`config.mk`:
```
export PLATFORM = sky130hd
export DESIGN_NAME = kmeans_point_loader
export DESIGN_NICKNAME = d
export VERILOG_FILES = /design/src/rtl/kmeans_point_loader.sv
export SDC_FILE = /design/constraint.sdc
export NUM_CORES = 1
export LEC_CHECK = 0
export CAP_MARGIN = 10
export CORE_UTILIZATION = 27
export DETAILED_ROUTE_END_ITERATION = 10
export GPL_TIMING_DRIVEN = 0
export HOLD_SLACK_MARGIN = 0.15
export PLACE_DENSITY = 0.53
export SLEW_MARGIN = 40
export SYNTH_ARGS = -nofsm -noshare
export SYNTH_HDL_FRONTEND = slang
export SYNTH_SLANG_ARGS = --single-unit
```
`constraint.sdc`:
```
create_clock -name clk -period 2.15 [get_ports clk]
set_clock_uncertainty 0.05 [all_clocks]
set_input_delay 0.5375 -clock clk [delete_from_list [all_inputs] [get_ports clk]]
set_output_delay 0.5375 -clock clk [all_outputs]
set_load 0.02 [all_outputs]
```
`src/rtl/kmeans_point_loader.sv`:
```
// kmeans_point_loader: writer side of the k-means point memory.
// Accepts a valid/ready stream of (x, y) points and writes each one as
// {x, y, INIT_CLUSTER} to consecutive addresses starting at 0. The done
// output triggers the first cluster-assignment pass.
// Optional build macro KMEANS_LOADER_CLAMP_EN: saturates coordinates above
// MAX_COORD and adds the sticky clamp_seen output.
module kmeans_point_loader #(
  parameter int DEPTH     = 1001,
  parameter int ADDR_W    = 10,
  parameter int COORD_W   = 14,
  parameter int CLUSTER_W = 3,
  parameter logic [CLUSTER_W-1:0] INIT_CLUSTER = 3'd7
`ifdef KMEANS_LOADER_CLAMP_EN
  ,
  parameter logic [COORD_W-1:0] MAX_COORD = 14'd10000
`endif
) (
  input  logic                              clk,
  input  logic                              rst_n,
  input  logic                              start,
  input  logic                              abort,
  input  logic [ADDR_W-1:0]                 num_points,
  input  logic                              in_valid,
  output logic                              in_ready,
  input  logic [COORD_W-1:0]                in_x,
  input  logic [COORD_W-1:0]                in_y,
  input  logic                              in_last,
  output logic                              mem_enable,
  output logic [ADDR_W-1:0]                 mem_adr,
  output logic [2*COORD_W+CLUSTER_W-1:0]    mem_din,
  output logic                              mem_ren,
  output logic                              mem_wen,
  output logic                              busy,
  output logic                              done,
  output logic [ADDR_W-1:0]                 count,
  output logic                              err_size
`ifdef KMEANS_LOADER_CLAMP_EN
  ,
  output logic                              clamp_seen
`endif
);

  localparam int DATA_W = 2*COORD_W + CLUSTER_W;
  // DEPTH widened by one bit so an oversize num_points compares cleanly.
  localparam logic [ADDR_W:0] DEPTH_C = (ADDR_W+1)'(DEPTH);

  typedef enum logic [1:0] {
    ST_IDLE = 2'd0,
    ST_LOAD = 2'd1,
    ST_FIN  = 2'd2
  } state_t;

  state_t              state_r;
  state_t              state_nx_s;
  logic [ADDR_W:0]     target_r;
  logic [ADDR_W-1:0]   count_r;
  logic [ADDR_W-1:0]   mem_adr_r;
  logic [DATA_W-1:0]   mem_din_r;
  logic                mem_wen_r;
  logic                mem_enable_r;
  logic                busy_r;
  logic                done_r;
  logic                err_size_r;

  logic                accept_s;
  logic                start_ok_s;
  logic                abort_ok_s;
  logic                final_s;
  logic                oversize_s;
  logic [ADDR_W:0]     num_ext_s;
  logic [ADDR_W:0]     target_s;
  logic [ADDR_W:0]     count_inc_s;
  logic [COORD_W-1:0]  x_s;
  logic [COORD_W-1:0]  y_s;

`ifdef KMEANS_LOADER_CLAMP_EN
  logic                clamp_seen_r;
  logic                clamp_hit_s;

  // Saturate one coordinate at the ceiling.
  function automatic logic [COORD_W-1:0] clamp_coord(input logic [COORD_W-1:0] v);
    logic [COORD_W-1:0] r;
    if (v > MAX_COORD) begin
      r = MAX_COORD;
    end else begin
      r = v;
    end
    return r;
  endfunction
`endif

  // Points are only accepted while a load session is actively filling memory.
  assign in_ready = (state_r == ST_LOAD);

  // Handshake qualification, session target and end-of-load detection.
  always_comb begin
    num_ext_s   = {1'b0, num_points};
    oversize_s  = (num_ext_s > DEPTH_C);
    if (oversize_s) begin
      target_s = DEPTH_C;
    end else begin
      target_s = num_ext_s;
    end
    accept_s    = in_valid & in_ready;
    // Abort takes priority over start; a running load ignores start.
    start_ok_s  = start & ~abort & (state_r != ST_LOAD);
    abort_ok_s  = abort & (state_r != ST_IDLE);
    count_inc_s = {1'b0, count_r} + {{ADDR_W{1'b0}}, 1'b1};
    final_s     = accept_s & (in_last | (count_inc_s == target_r));
`ifdef KMEANS_LOADER_CLAMP_EN
    x_s         = clamp_coord(in_x);
    y_s         = clamp_coord(in_y);
    clamp_hit_s = accept_s & ((in_x > MAX_COORD) | (in_y > MAX_COORD));
`else
    x_s         = in_x;
    y_s         = in_y;
`endif
  end

  // Next-state logic for the IDLE / LOAD / FIN session sequencer.
  always_comb begin
    state_nx_s = state_r;
    case (state_r)
      ST_IDLE: begin
        if (start_ok_s) begin
          if (target_s == {(ADDR_W+1){1'b0}}) begin
            state_nx_s = ST_FIN;
          end else begin
            state_nx_s = ST_LOAD;
          end
        end else begin
          state_nx_s = ST_IDLE;
        end
      end
      ST_LOAD: begin
        if (abort_ok_s) begin
          state_nx_s = ST_IDLE;
        end else if (final_s) begin
          state_nx_s = ST_FIN;
        end else begin
          state_nx_s = ST_LOAD;
        end
      end
      ST_FIN: begin
        if (abort_ok_s) begin
          state_nx_s = ST_IDLE;
        end else if (start_ok_s) begin
          if (target_s == {(ADDR_W+1){1'b0}}) begin
            state_nx_s = ST_FIN;
          end else begin
            state_nx_s = ST_LOAD;
          end
        end else begin
          state_nx_s = ST_FIN;
        end
      end
      default: begin
        state_nx_s = ST_IDLE;
      end
    endcase
  end

  // Session state register.
  always_ff @(posedge clk or negedge rst_n) begin
    if (!rst_n) begin
      state_r <= ST_IDLE;
    end else begin
      state_r <= state_nx_s;
    end
  end

  // Memory write port, point counter and session status registers.
  always_ff @(posedge clk or negedge rst_n) begin
    if (!rst_n) begin
      target_r     <= {(ADDR_W+1){1'b0}};
      count_r      <= {ADDR_W{1'b0}};
      mem_adr_r    <= {ADDR_W{1'b0}};
      mem_din_r    <= {DATA_W{1'b0}};
      mem_wen_r    <= 1'b0;
      mem_enable_r <= 1'b0;
      busy_r       <= 1'b0;
      done_r       <= 1'b0;
      err_size_r   <= 1'b0;
`ifdef KMEANS_LOADER_CLAMP_EN
      clamp_seen_r <= 1'b0;
`endif
    end else begin
      // A write launched by an accept always completes, even across abort.
      if (accept_s) begin
        mem_wen_r    <= 1'b1;
        mem_enable_r <= 1'b1;
        mem_adr_r    <= count_r;
        mem_din_r    <= {x_s, y_s, INIT_CLUSTER};
      end else begin
        mem_wen_r    <= 1'b0;
        mem_enable_r <= 1'b0;
      end

      // Start and accept never coincide: start is ignored while loading.
      if (start_ok_s) begin
        count_r <= {ADDR_W{1'b0}};
      end else if (accept_s) begin
        count_r <= count_r + {{(ADDR_W-1){1'b0}}, 1'b1};
      end else begin
        count_r <= count_r;
      end

      if (abort_ok_s) begin
        busy_r <= 1'b0;
        done_r <= 1'b0;
      end else if (start_ok_s) begin
        target_r   <= target_s;
        err_size_r <= oversize_s;
        done_r     <= 1'b0;
        busy_r     <= (target_s != {(ADDR_W+1){1'b0}});
      end else if (state_r == ST_FIN) begin
        // The final write occupies the first FIN cycle; done follows it.
        busy_r <= 1'b0;
        done_r <= 1'b1;
      end else begin
        busy_r <= busy_r;
        done_r <= done_r;
      end

`ifdef KMEANS_LOADER_CLAMP_EN
      if (start_ok_s) begin
        clamp_seen_r <= 1'b0;
      end else if (clamp_hit_s) begin
        clamp_seen_r <= 1'b1;
      end else begin
        clamp_seen_r <= clamp_seen_r;
      end
`endif
    end
  end

  assign mem_enable = mem_enable_r;
  assign mem_adr    = mem_adr_r;
  assign mem_din    = mem_din_r;
  assign mem_wen    = mem_wen_r;
  // Read port is never used by the loader, so ren and wen cannot collide.
  assign mem_ren    = 1'b0;
  assign busy       = busy_r;
  assign done       = done_r;
  assign count      = count_r;
  assign err_size   = err_size_r;
`ifdef KMEANS_LOADER_CLAMP_EN
  assign clamp_seen = clamp_seen_r;
`endif

endmodule
```
Word level (Yosys, flattened, before mapping)

Index checks and enable logic that the tools add are counted.
W data, S select, Z words.

Bits in registers: 68
Input port bits: 44
Output and inout port bits: 58
Word-level logic and storage cells: 48

$add $sub $neg: 2
$lt $le $gt $ge: 1
Equal/unequal tests: 4
Multiplexer cells: 17
Bitwise gates (word level): 8
Reduce and logical (&&, ||, !) cells: 7

Operators by type and width:

| cell                    | count |
|---|---|
| $mux W10                | 3 |
| $mux W2                 | 6 |
| $add A10 B1 Y11 const B | 1 |
| $eq A11 B11 Y1          | 1 |
| $logic_not A11 Y1       | 1 |
| $reduce_bool A11 Y1     | 1 |
| $add A10 B1 Y10 const B | 1 |
| $gt A10 B10 Y1 const B  | 1 |
| $mux W1                 | 7 |
| $pmux W2 S3             | 1 |
| $and A1 B1 Y1           | 5 |
| $reduce_bool A2 Y1      | 2 |
| $reduce_bool A3 Y1      | 1 |
| $eq A2 B1 Y1 const B    | 1 |
| $eq A2 B2 Y1 const B    | 1 |
| $logic_not A2 Y1        | 1 |
| $ne A2 B1 Y1 const B    | 1 |
| $not A1 Y1              | 2 |
| $reduce_and A2 Y1       | 1 |
| $or A1 B1 Y1            | 1 |

Logic depth before layout (Yosys ltp)

Gate-level depths: netlist of the first run.

Word-level depth: 7
Mapped depth: 7
Gate-level depth less buffers: 7

Worst setup path after synthesis of the first run

No wires, ideal clock.

Path type: flip-flop to flip-flop
Start: register count_r[0], in the netlist count[0]
End: register state_r[0]
Library setup time: 119 ps
Arrival: 1920 ps
Data required time: 1981 ps
Slack: 61 ps
Cell stages (with the launch flop): 8
Path buffers: 0
Period minus slack after synthesis: 2089 ps
Cells stage by stage: dfrtp_1 -> ha_1 -> xor2_1 -> a211oi_1 -> o311ai_1 -> nor4b_2 -> a311oi_1 -> o21ba_1

Word-level cells in the longest chain between the ends: 7

RTL lines:

| item                   | line | source |
|---|---|---|
| from (decl)            | 56   | `logic [ADDR_W-1:0] count_r;` |
| from (signal assigned) | 176  | `count_r <= {ADDR_W{1'b0}};` |
| from (signal assigned) | 201  | `count_r <= {ADDR_W{1'b0}};` |
| from (signal assigned) | 203  | `count_r <= count_r + {{(ADDR_W-1){1'b0}}, 1'b1};` |
| $add A10 B1 Y11        | 108  | `count_inc_s = {1'b0, count_r} + {{ADDR_W{1'b0}}, 1'b1};` |
| $eq A11 B11 Y1         | 109  | `final_s = accept_s & (in_last \| (count_inc_s == target_r));` |
| $or A1 B1 Y1           | 109  |  |
| $and A1 B1 Y1          | 109  |  |
| $mux W2                | 138  | `end else if (final_s) begin` |
| $mux W2                | 136  | `if (abort_ok_s) begin` |
| $pmux W2 S3            | 123  | `case (state_r)` |
| net state_nx_s[0]      | 54   | `state_t state_nx_s;` |
| to (signal assigned)   | 168  | `state_r <= state_nx_s;` |
| to (decl)              | 53   | `state_t state_r;` |

The timed path passes the listed nets, and every way through them passes these cells.
A chain may end at the register's enable or synchronous reset.

Worst setup path in the final report of the first run

Start: input port num_points[2]
End: register state_r[1]

Word-level cells in the longest chain between the ends: 7
Elaborated cells on any way between the ends: 8
Those cells by class: order compare: 1; mux: 6; reduce/logical: 1

RTL lines:

| item                  | line     | source |
|---|---|---|
| from (decl)           | 22       | `input logic [ADDR_W-1:0] num_points,` |
| $gt A10 B10 Y1        | 98       | `oversize_s = (num_ext_s > DEPTH_C);` |
| $mux W10 (*)          | 99       | `if (oversize_s) begin` |
| $logic_not A11 Y1 (*) | 126, 148 |  |
| $mux W2 (*)           | 126, 148 |  |
| $mux W2               | 147      | `end else if (start_ok_s) begin` |
| $mux W2               | 145      | `if (abort_ok_s) begin` |
| $pmux W2 S3 (*)       | 123      |  |
| net state_nx_s[1]     | 54       |  |

The timed path passes the listed nets; every way through them passes the cells marked *.

==> summary.md, run 1 <==
Launching element type of the critical path: a primary input. Setup repair after global routing could not meet its margin everywhere. The vias after detailed routing is 2785, and the number of nets with antenna violations after routing is 0.

Data on the critical path arrives at its endpoint at 2.35 ns. Max-cap violations in this run came to 0. Ranked by total cell area, the synthesized netlist is headed by sky130_fd_sc_hd__dfrtp_1, sky130_fd_sc_hd__nand2_1, sky130_fd_sc_hd__nor2_1. The die covers 11800 sq um.

The clock reaches the later pin of the worst-skew pair after 0.32 ns. In the finished design, the share of the clock period the worst path needs comes to 101%. For this run, global-route usage on met2 was measured as 22.9%. The reg-to-reg setup timing slack was 0.07 ns; the residual DRC count was 0. The flow ran to the end, but the final reports show violations. Once placement completed, the tool counted placed cells totaling 589. The cell area that synthesis handed to floorplanning was 3060 sq um. In this run, synthesis inferred 0 flip-flops with an integrated enable.

The synthesized netlist devotes 28.7% of its cell area to simple gates. The tools report the terminus of the critical flop-to-flop path as state_r[1]. Of the post-synthesis cell area, the part taken by muxes is 0.327%.

The average routed wire per standard cell works out to 13.5 um. The tools report the placed standard-cell area as 4250 sq um. Wires add up to 8240 um. The die is 108 um wide.

The maximum number of pins on one net before global-route repair is 52, and the number of DRC violations after detailed-routing iteration 0 is 154. The share of post-route cells with drive strength above 1 was 10.9%. The final period demand of the worst path came out at 2.18 ns. The count of warnings emitted by yosys was 0. Detailed placement ended at an HPWL of 5870 um. Of the post-synthesis cell area, the dominant cell type holds 53.2%. The synthesized netlist devotes 9.49% of its cell area to compound gates. Clock tree synthesis selected as its root buffer the cell sky130_fd_sc_hd__clkbuf_16. The tools report the hold path startpoint as abort. Counting cells, the worst reg-to-reg path comes to 7. The hold-critical path endpoint was busy. From synthesis to final layout, the design area changed by 52.5%. In this run the critical register-to-register path is launched from count[0]. Effective utilization at floorplan: 28.0%. The number of global-route vias before repair was 2666; the count of buffers inserted at the top-level ports was 99. The run gives 9 as the total CTS buffers. Leaving out filler cells and counting taps, the final layout contains 608.

For the upper clock frequency limit, the log shows 460 MHz. The kind of critical path is in -> reg. Synthesis produced a netlist with a net count of 394.

Clock-pin slew was measured on the worst setup and hold paths at 0.06 ns. The run gives 10900 sq um as the standard cell core area. The H-tree generated during clock tree synthesis spans 3 levels. The worst hold path was traced through 2 stages. Counting along the longest clock path gives a buffer depth of 2. Initial antenna violation count: 0.

The logs give 2.33 ns for the required time of the critical path and 0 for the final count of pins violating max slew. I/O pin total: 102. The most congested layer reported by global routing was met2. For this design the ratio of total power to cell area is 920 nW/um^2. The final number of setup-violating endpoints came out at 1.

The run gives 3.56% as the met3 usage in global routing. The area of all placed cells without fillers is 4670 sq um, and the vias per cell is 4.58. The kind of end point of the critical path is a register. The kind of cell adding the most delay to the critical path was simple AND/OR/NAND/NOR gates. In this run the worst path has a maximum fanout of 3. The total buffers and inverters traversed by the critical path was 1.

TritonCTS built the clock tree. Counting the fill cells in the layout gives 1086. For this design, the slowest cell found on the critical path is sky130_fd_sc_hd__or4_4. The number of antenna diodes in the final layout is 0.

Counting flops and latches in the post-synthesis netlist gives 65. The first TritonRoute pass finished after 4 iterations. The tools report the all-layer global routing usage as 14.6%. At the end of routability-driven placement, the weighted congestion stood at 0.801.

Sequential element share of the synthesized area: 53.2%. Summed over all instances, the cell type with the most area after synthesis is sky130_fd_sc_hd__dfrtp_1. For the number of sinks on the clock net, the log shows 65. The total count of hold-check failures in the final report was 0. In this run, distinct cell masters in the synthesized netlist total 53. The tools report the met1 layer usage reported by global route as 19.1%. The floorplan has 38 rows.

By area, the combinational part of the netlist is dominated by simple AND/OR/NAND/NOR gates. For this run, the leading register cell type out of synthesis is sky130_fd_sc_hd__dfrtp_1. The final-stage net count was 508; the die height was 108 um. Worst hold path class: in -> reg. The post-layout worst setup margin came out at -0.0251 ns.

At the pin with the least slew margin, the transition time is 0.566 ns. Dividing the synthesized area by the synthesized cell count gives 8.77 sq um. The run gives 0 as the total grt overflow.

Summed over all cells, the static leakage comes to 2.17 nW. Of the total synthesized cell area, the portion taken by XOR and XNOR cells is 3.44%. The cell count after synthesis came out at 349. Hold timing on the final database bottoms out at a slack of 0.413 ns.

The signal on the critical path passes through clkdlybuf4s50_1 > or4_4 > nor4_4 > mux2i_1 > or3_1 > o31ai_1. For this run, asynchronously set or reset flops after synthesis account for 100%. The worst voltage drop across the vdd grid was 0.397 mV. The first global-routing pass estimated 13300 um of wire. The area share of fa/ha/maj cells after synthesis came out at 0.409%.

The worst stage delay on the critical path is 0.56 ns. Measured against its own limit, the worst slew margin works out to 61.9%. The checks that failed: setup timing.
==> registers in the layout, summed over array words and instances (netlist names) <==
| register | cells |
|---|---|
| count | 10 |
| mem_adr | 10 |
| done | 1 |
| mem_din | 29 |
| target_r | 10 |
| mem_enable | 1 |
| err_size | 1 |
| state_r | 2 |
| busy | 1 |
==> placed cells by master, fill, tap and decap left out, types with 4 or more instances in the layout <==
cell type / count
sky130_fd_sc_hd__buf_4: 7
sky130_fd_sc_hd__buf_6: 4
sky130_fd_sc_hd__o31ai_1: 4
sky130_fd_sc_hd__a21oi_1: 6
sky130_fd_sc_hd__dfrtp_1: 62
sky130_fd_sc_hd__clkbuf_2: 4
sky130_fd_sc_hd__o21ai_1: 5
sky130_fd_sc_hd__xor2_1: 5
sky130_fd_sc_hd__nand3_1: 5
sky130_fd_sc_hd__clkdlybuf4s50_1: 95
sky130_fd_sc_hd__clkbuf_16: 9
sky130_fd_sc_hd__nor2_1: 21
sky130_fd_sc_hd__xnor2_1: 7
sky130_fd_sc_hd__clkbuf_1: 4
sky130_fd_sc_hd__nand2_1: 147
sky130_fd_sc_hd__o21ai_0: 11
==> metrics by stage <==
stage	TNS (ns)	setup WS [ns]	util, %	total power [W]
after CTS	-0.0304	-0.0304	42.4	0.00435
after detailed placement	-9.90	-0.364	38.9	0.00267
after global routing	-0.0586	-0.0586	42.7	0.00452
final	-0.0251	-0.0251	42.7	0.00429
after global placement	-126.74	-1.81	38.6	0.00265
after floorplan	0	0.0608	-	0.00211
==> cell families (layout without fill, tap and decap cells) <==
| kind of cell | Yosys count | in the layout |
|---|---|---|
| multiplexers | 1 | 1 |
| XOR/XNOR | 12 | 12 |
| AO/OA/AOI/OAI | 45 | 45 |
| adder cells (fa/ha/maj) | 1 | 1 |
| flip-flops | 65 | 65 |
| AND/OR/NAND/NOR | 200 | 200 |
| buffers and inverters | 24 | 143 |
| other | 1 | 1 |
==> layout make-up <==
| class | instances | area [sq um] | area share, % |
|---|---|---|---|
| Inverter | 4 | 15.0 | 0.322 |
| Buffer | 20 | 124 | 2.65 |
| Sequential cell | 65 | 1630 | 34.9 |
| Clock inverter | 6 | 90.1 | 1.93 |
| Multi-Input combinational cell | 260 | 1340 | 28.8 |
| Clock buffer | 10 | 239 | 5.12 |
| Tap cell | 140 | 175 | 3.75 |
| Timing Repair Buffer | 103 | 1050 | 22.5 |
==> worst reg2reg max path, cell delays in order (launching register included) <==
cell                       delay, ns
sky130_fd_sc_hd__dfrtp_2        0.43
sky130_fd_sc_hd__ha_4           0.25
sky130_fd_sc_hd__xor2_1         0.16
sky130_fd_sc_hd__a211oi_2       0.21
sky130_fd_sc_hd__o311ai_2       0.19
sky130_fd_sc_hd__nor4b_4        0.34
sky130_fd_sc_hd__a31oi_1        0.13
sky130_fd_sc_hd__o31ai_1        0.23
==> synth_stat cells, drive strengths merged, types with 3 or more instances <==
cell      n
clkbuf    5
buf      15
o21ai    16
o31ai     4
a21oi     6
inv       4
nand3     7
or3       3
and3      3
nand2   147
a31oi     3
xnor2     7
dfrtp    65
nand2b    3
nor2     22
nor2b     3
xor2      5
==> worst max path at each step <==
stage	depth (start not counted)	start	slack, ns	end
6_report	6	num_points[2]	-0.03	state_r[1]
5_1_grt	6	num_points[2]	-0.06	state_r[1]
4_1_cts	7	count[0]	-0.03	state_r[1]
3_5_place_dp	6	num_points[2]	-0.36	state_r[1]
3_3_place_gp	1	rst_n	-1.81	mem_din[3]
2_1_floorplan	7	count[0]	0.06	state_r[0]
==> power breakdown <==
part,internal [W],switching (W)
combinational,0.000549,0.000591
clock,0.00105,0.000551
sequential,0.00142,0.000128
total,0.00302,0.00127
==> layer usage <==
| metal | vias to the layer above | wire length (um) | part of all wire, % |
|---|---|---|---|
| met5 | - | 0 | 0 |
| met4 | 0 | 140 | 1.7 |
| met3 | 11 | 516 | 6.3 |
| met2 | 86 | 3610 | 44 |
| met1 | 1317 | 3980 | 48 |
| li1 | 1371 | - | - |
==> timing repair <==
item                                    4_1_cts  5_1_grt
pin swaps                                     4        4
gates resized for setup                       6       12
endpoints found under the setup margin        4       28
setup buffers                                 2        0
hold buffers                                  1        0
endpoints found under the hold margin        14        0
(Power assumes the default switching activity.)
==> run 2: changes to the inputs <==
- PLACE_DENSITY: 0.53 -> 0.55
- clock period: 2.15 -> 2 ns (I/O delays scaled with it)
==> run 2 against run 1 <==
The flow now finishes without violations. First-iteration DRC count down 14%. Sequential power up 8%. Critical path depth up 1. Cell count up 0.49%. Count of clock-buffer cells in the layout up 1. Via count down 2.9%. Register-to-register slack worse by 0.07 ns. Sequential share of layout area about the same. Largest power group is now sequential cells.
==> summary.md, run 2 (synthesis gave the netlist of run 1 again) <==
For the reg-to-reg setup timing slack, the log shows 0.0009 ns (-0.07 ns). The total grt overflow is 0 (unchanged). Leakage power figure: 2.23 nW (+2.6%). The top fanout value on the critical path was 7 (+4); the final critical-path share of the clock period was 100%. The max-cap check violation count was 0 (unchanged); the worst-case reg-to-reg path depth was 7 (unchanged). The standard cell core area is 10900 sq um (unchanged). The area of the die was 11800 sq um (unchanged); the count of buffers inserted at the top-level ports was 99 (unchanged). The placed standard-cell area is 4260 sq um (+0.18%).

The worst setup path is captured at a register. The critical path in this run is classified as reg -> reg. The worst setup path is launched from a register. The logic depth of the worst setup path including buffers was 7 (+1). The initial antenna violation count was 0 (unchanged).

For the filler cell count in the final layout, the log shows 1145 (+5.4%). Area of all placed cells without fillers: 4660 sq um (about the same). For the clock latency on the worst-skew pair, the log shows 0.33 ns (about the same). Number of flip-flops in the largest register: 29 (unchanged). Routability congestion estimate from global placement: 0.832 (+3.8%). The library cell used most frequently in the layout, excluding fill and tap cells, is sky130_fd_sc_hd__nand2_1.

The run finished with clean final reports. The all-layer global routing usage was 14.8% (+0.20 points). First element of the critical path: count[1]. In the layout the commonest cells are sky130_fd_sc_hd__nand2_1, sky130_fd_sc_hd__clkdlybuf4s50_1, sky130_fd_sc_hd__dfrtp_1. The end-of-flow core utilization is 42.7% (about the same), and the average routed wire per standard cell is 13.4 um (-0.91%).

The clock transition at the registers of the reported paths was 0.06 ns (about the same); the detailed-router iteration count before antenna repair was 4 (unchanged). The maximum number of pins on one net before global-route repair was 42 (-19%); the final period demand of the worst path was 2.00 ns. The worst hold path class was in -> reg. The final-stage net count is 511 (+0.59%), and the power density normalized to cell area is 975 nW/um^2 (+5.9%).

The number of standard cells in the layout, taps in and fillers out was 611 (+0.49%). The endpoint identified for the worst register-to-register timing path is state_r[0]. Master of the slowest instance on the critical path: sky130_fd_sc_hd__dfrtp_2. For the depth of the CTS H-tree, the log shows 3 (unchanged).

The arrival time of data at the critical path endpoint is 2.22 ns (-0.13 ns). The slew at the pin with the worst max-slew slack came out at 0.538 ns (-0.0281 ns). Library cell used as clock root buffer: sky130_fd_sc_hd__clkbuf_16.

The residual DRC count is 0 (unchanged). TritonCTS built the clock tree. The critical path ends at state_r[0]. The tools report the smallest hold slack as 0.376 ns (-0.0375 ns).

The count of standard-cell rows was 38 (unchanged); the final count of pins violating max slew was 0 (unchanged). The I/O pin total was 102 (unchanged). The number of DRC violations after detailed-routing iteration 0 was 132 (-14%). The startpoint identified for the worst register-to-register timing path is count[1]. The layout overhead on the synthesized area is 52.5% (about the same).

The total count of hold-check failures in the final report is 0 (unchanged), and the die height is 108 um (unchanged). The required time of the critical path is 2.22 ns (-0.11 ns). The number of sinks on the clock net is 65 (unchanged), and the final number of setup-violating endpoints is 0 (-1). The run gives 500 MHz as the upper clock frequency limit. The number of nets with antenna violations after routing came out at 0 (unchanged).

Kind of cell adding the most delay to the critical path: compound AO/OA/AOI/OAI gates. The signal on the critical path passes through buf_4 > nand3_2 > o21a_1 > or2_0 > a31o_1 > a311oi_2 > o21ba_1. The run gives 9 (unchanged) as the total CTS buffers.

Number of placed cells counting well taps: 589 (unchanged). The total buffers and inverters traversed by the critical path is 1 (unchanged). The vias per cell is 4.43 (-3.3%), and the power consumption is 0.00455 W (+5.9%).

The run gives 2 (unchanged) as the maximum root-to-sink buffer count. The die extent in x was 108 um (unchanged). The wire length of the first global-routing pass is 13300 um (+0.41%), and the routed wire length is 8200 um (-0.42%). The max-slew headroom at the worst pin is 63.8% (+1.9 points), and the share of post-route cells with drive strength above 1 is 12.3% (+1.4 points). The tools report the sum of net half-perimeters after detailed placement as 5920 um (+0.96%). Effective utilization at floorplan: 28.0% (unchanged). Setup repair after global routing could not meet its margin everywhere. The number of global-route vias before repair is 2700 (+1.3%). The worst stage delay on the critical path came out at 0.42 ns (-0.14 ns). Vias after detailed routing: 2705 (-2.9%). The worst voltage drop across the vdd grid is 0.482 mV (+21%), and the number of diodes is 0 (unchanged).
==> run 2: cell count changes in the layout (fill, tap and decap cells not counted), sizes merged <==
cell           previous run  this run
clkdlybuf4s50            95        84
dlygate4sd2               1         7
buf                      16        20
dlymetal6s2s              2         6
clkbuf                   18        19
clkinv                    2         1
clkinvlp                  1         2
inv                       5         4
==> run 2: report_power, final <==
group	internal, W	switching (W)	leakage (nW)
Clock	0.00109	0.000572	0.146
Combinational	0.000588	0.000623	1.25
Sequential	0.00153	0.000143	0.830
Total	0.00321	0.00134	2.23
==> run 2: layout make-up <==
type	instances	area [sq um]	area share (%)
inverters	4	15.0	0.322
repair buffers	106	1060	22.7
multi-input cells	260	1340	28.8
clock buffers	11	233	4.99
flip-flops and latches	65	1630	35.0
clock inverters	5	80.1	1.72
plain buffers	20	125	2.68
well taps	140	175	3.76
==> run 2: worst min-delay path by stage <==
stage / start / slack (ns) / cells past startpoint / to
2_1_floorplan: rst_n / 0.15 / 0 / busy
3_3_place_gp: mem_din[16] / 0.41 / 2 / mem_din[16]
3_5_place_dp: rst_n / 0.33 / 1 / state_r[0]
4_1_cts: abort / 0.37 / 2 / busy
5_1_grt: abort / 0.38 / 2 / busy
6_report: abort / 0.38 / 2 / busy
==> run 2: worst reg2reg max path, delay by kind of cell (launching register included) <==
family / cells / cell delay [ns]
flops: 1 / 0.42
compound gates: 4 / 0.96
simple gates: 2 / 0.39
buf+inv: 1 / 0.13
==> run 2: through the flow <==
step | setup slack (ns) | TNS, ns
final | 0.000904 | 0
after global routing | -0.117 | -0.234
after CTS | -0.0134 | -0.0452
after detailed placement | -0.494 | -16.50
after global placement | -2.16 | -139.65
after floorplan | 0.0118 | 0
==> run 2: per-layer routing <==
layer  wire length (um)  track usage (%)
met1               4000             20.3
met2               3640             22.1
met3                451             3.56
met4                110             6.27
met5                  0                0
==> run 2: repair_timing <==
action	in CTS	in global routing
endpoints found under the hold margin	24	0
hold buffers	1	0
gates resized for setup	16	17
pin swaps	6	0
endpoints found under the setup margin	33	42
buffers inserted	5	0
==> run 3: changes to the inputs <==
- TNS_END_PERCENT: not set -> 50
==> run 3 against run 2 <==
Fmax up 0.14%. Sequential share of layout area up 0.085 points. Hold slack about the same.
==> summary.md, run 3 (synthesis gave the netlist of run 1 again) <==
The run finished with clean final reports. The worst flop-to-flop path startpoint was count[1]. The power density normalized to cell area is 977 nW/um^2 (+0.22%), and the arrival time of data at the critical path endpoint is 2.22 ns (about the same). The final count of pins violating max slew came out at 0 (unchanged). The tools report the number of placed cells counting well taps as 589 (unchanged).

Residual DRC count: 0 (unchanged). Average routed wire per standard cell: 13.4 um (-0.26%). Count of buffers inserted at the top-level ports: 99 (unchanged). For the depth of the CTS H-tree, the log shows 3 (unchanged). The worst-case reg-to-reg path depth was 7 (unchanged); the die height was 108 um (unchanged). The clock transition at the registers of the reported paths works out to 0.06 ns (about the same). Sum of net half-perimeters after detailed placement: 5920 um (unchanged).

The most frequent standard cell in the layout excluding fill and tap cells was sky130_fd_sc_hd__nand2_1. The wire length of the first global-routing pass is 13300 um (-0.15%). For the number of DRC violations after detailed-routing iteration 0, the log shows 130 (-1.5%). The required time of the critical path was 2.22 ns (about the same); the total count of hold-check failures in the final report was 0 (unchanged).

The die extent in x works out to 108 um (unchanged). The run gives 0 ns (unchanged) as the post-route setup TNS. By startpoint and endpoint, the worst setup path is classified as reg -> reg.

The number of standard cells in the layout, taps in and fillers out was 611 (unchanged). The routed wire length was 8180 um (-0.26%). For the clock latency on the worst-skew pair, the log shows 0.33 ns (about the same).

End point of the critical path: state_r[0]. The final number of setup-violating endpoints came out at 0 (unchanged). The total buffers and inverters traversed by the critical path works out to 1 (unchanged). The final period demand of the worst path is 2.00 ns (-0.00289 ns), and the routability congestion estimate from global placement is 0.832 (unchanged). The library cell used as clock root buffer was sky130_fd_sc_hd__clkbuf_16. Logic depth of the worst setup path including buffers: 7 (unchanged). The tools report the all-layer global routing usage as 14.7% (-0.026 points). The worst register-to-register path ends at state_r[0]. For the number of sinks on the clock net, the log shows 65 (unchanged). The total area of multi-input combinational cells is 1340 sq um (unchanged). The tools report the worst voltage drop across the vdd grid as 0.482 mV (about the same). The leakage power figure is 2.22 nW (-0.14%), and the filler cell count in the final layout is 1147 (+0.17%).

The worst stage delay on the critical path was 0.42 ns (about the same). The total CTS buffers was 9 (unchanged); the number of nets with antenna violations after routing was 0 (unchanged). The post-layout worst setup margin is 0.00380 ns (+0.00289 ns). The first element of the critical path was count[1]. The number of diodes came out at 0 (unchanged). STA classifies the critical path endpoint as a register. The count of standard-cell rows was 38 (unchanged); the max-slew headroom at the worst pin was 64.2% (+0.47 points). TritonCTS built the clock tree. The library cells used most frequently in the layout, excluding fill and tap cells, are sky130_fd_sc_hd__nand2_1, sky130_fd_sc_hd__clkdlybuf4s50_1, sky130_fd_sc_hd__dfrtp_1. The final critical-path share of the clock period is 99.8% (-0.14 points).

The largest individual stage delay along the critical path comes from the cell sky130_fd_sc_hd__dfrtp_2. The top fanout value on the critical path is 7 (unchanged), and the reg-to-reg setup timing slack is 0.004 ns (about the same). Compared with the post-synthesis result, the final layout area differs by 52.1%. The kind of cell adding the most delay to the critical path is compound AO/OA/AOI/OAI gates. The signal on the critical path passes through buf_4 > nand3_2 > o21a_1 > or2_0 > a31o_1 > a311oi_2 > o21ba_1. The logs give -0.494 ns (unchanged) for the post-place setup slack and 0.00455 W (about the same) for the power consumption. The tools report the number of global-route vias before repair as 2712 (+0.44%). The run gives 42 (unchanged) as the maximum number of pins on one net before global-route repair.

The slew at the pin with the worst max-slew slack works out to 0.531 ns (-0.00692 ns). Detailed-router iteration count before antenna repair: 4 (unchanged). The share of post-route cells with drive strength above 1 is 12.5% (+0.21 points), and the I/O pin total is 102 (unchanged).

The tools report the standard cell core area as 10900 sq um (unchanged). The tools report the maximum root-to-sink buffer count as 2 (unchanged). Number of flip-flops in the largest register: 29 (unchanged). The register area came out at 1630 sq um (unchanged). STA classifies the critical path startpoint as a register.

In this run the worst hold path is classified as in -> reg. The total grt overflow is 0 (unchanged). Vias per cell: 4.42 (-0.26%). The tools report the upper clock frequency limit as 501 MHz (+0.14%). For the final-stage net count, the log shows 511 (unchanged). The initial antenna violation count is 0 (unchanged), and the max-cap check violation count is 0 (unchanged). The vias after detailed routing is 2698 (-0.26%).

The effective utilization at floorplan is 28.0% (unchanged), and the area of the die is 11800 sq um (unchanged). Setup repair after global routing could not meet its margin everywhere.
[run 3: cell count changes in the layout (fill, tap and decap cells not counted)]
cell                             change
sky130_fd_sc_hd__buf_4               +2
sky130_fd_sc_hd__clkbuf_2            -1
sky130_fd_sc_hd__buf_1               +1
sky130_fd_sc_hd__dlymetal6s2s_1      -2
[run 3: stage by stage]
step / util, % / hold slack [ns] / instance area, sq um
after floorplan: - / 0.154 / 3070
after global placement: 38.8 / 0.407 / 4240
after detailed placement: 39.0 / 0.333 / 4260
after CTS: 42.3 / 0.368 / 4630
after global routing: 42.6 / 0.378 / 4650
final: 42.6 / 0.375 / 4650
[run 3: area by class of cell]
class                   count  share of cell area (%)
plain buffers              20                    2.66
clock inverters             5                    1.72
flip-flops and latches     65                    35.1
clock buffers              11                    5.00
multi-input cells         260                    28.9
inverters                   4                   0.323
repair buffers            106                    22.6
well taps                 140                    3.76
[run 3: worst min-delay path by stage]
stage                     start     endpoint  slack [ns]  cells after the start
floorplan                 rst_n         busy        0.15                      0
global placement    mem_din[16]  mem_din[16]        0.41                      2
detailed placement        rst_n   state_r[0]        0.33                      1
CTS                       abort         busy        0.37                      2
global route              abort         busy        0.38                      2
finish                    abort         busy        0.38                      2
[run 3: routing by layer]
layer  wire length, um  vias to the layer above  part of all wire, %  global-route usage [%]
li1                  -                     1377                    -                       -
met1              4000                     1225                   49                    20.2
met2              3610                       87                   44                    22.1
met3               462                        9                  5.6                    3.56
met4               110                        0                  1.3                    6.27
met5                 0                        -                    0                       0
[run 3: worst register-to-register path, stage by stage (launching register included)]
cell and delay, ns:
sky130_fd_sc_hd__dfrtp_2 0.42, sky130_fd_sc_hd__buf_4 0.13, sky130_fd_sc_hd__nand3_2 0.17, sky130_fd_sc_hd__o21a_1 0.24
sky130_fd_sc_hd__or2_0 0.22, sky130_fd_sc_hd__a31o_1 0.26, sky130_fd_sc_hd__a311oi_2 0.31, sky130_fd_sc_hd__o21ba_1 0.15
[run 3: power by group]
part | internal, W | switching [W] | total [W]
Clock | 0.00109 | 0.000573 | 0.00166
Combinational | 0.000587 | 0.000622 | 0.00121
Sequential | 0.00153 | 0.000142 | 0.00167
Total | 0.00321 | 0.00134 | 0.00455
[run 3: timing repair]
item,4_1_cts,5_1_grt
setup endpoints to repair,33,42
buffers inserted,5,0
pin swaps,6,0
hold buffers,1,0
gates resized for setup,15,17
endpoints found under the hold margin,24,0
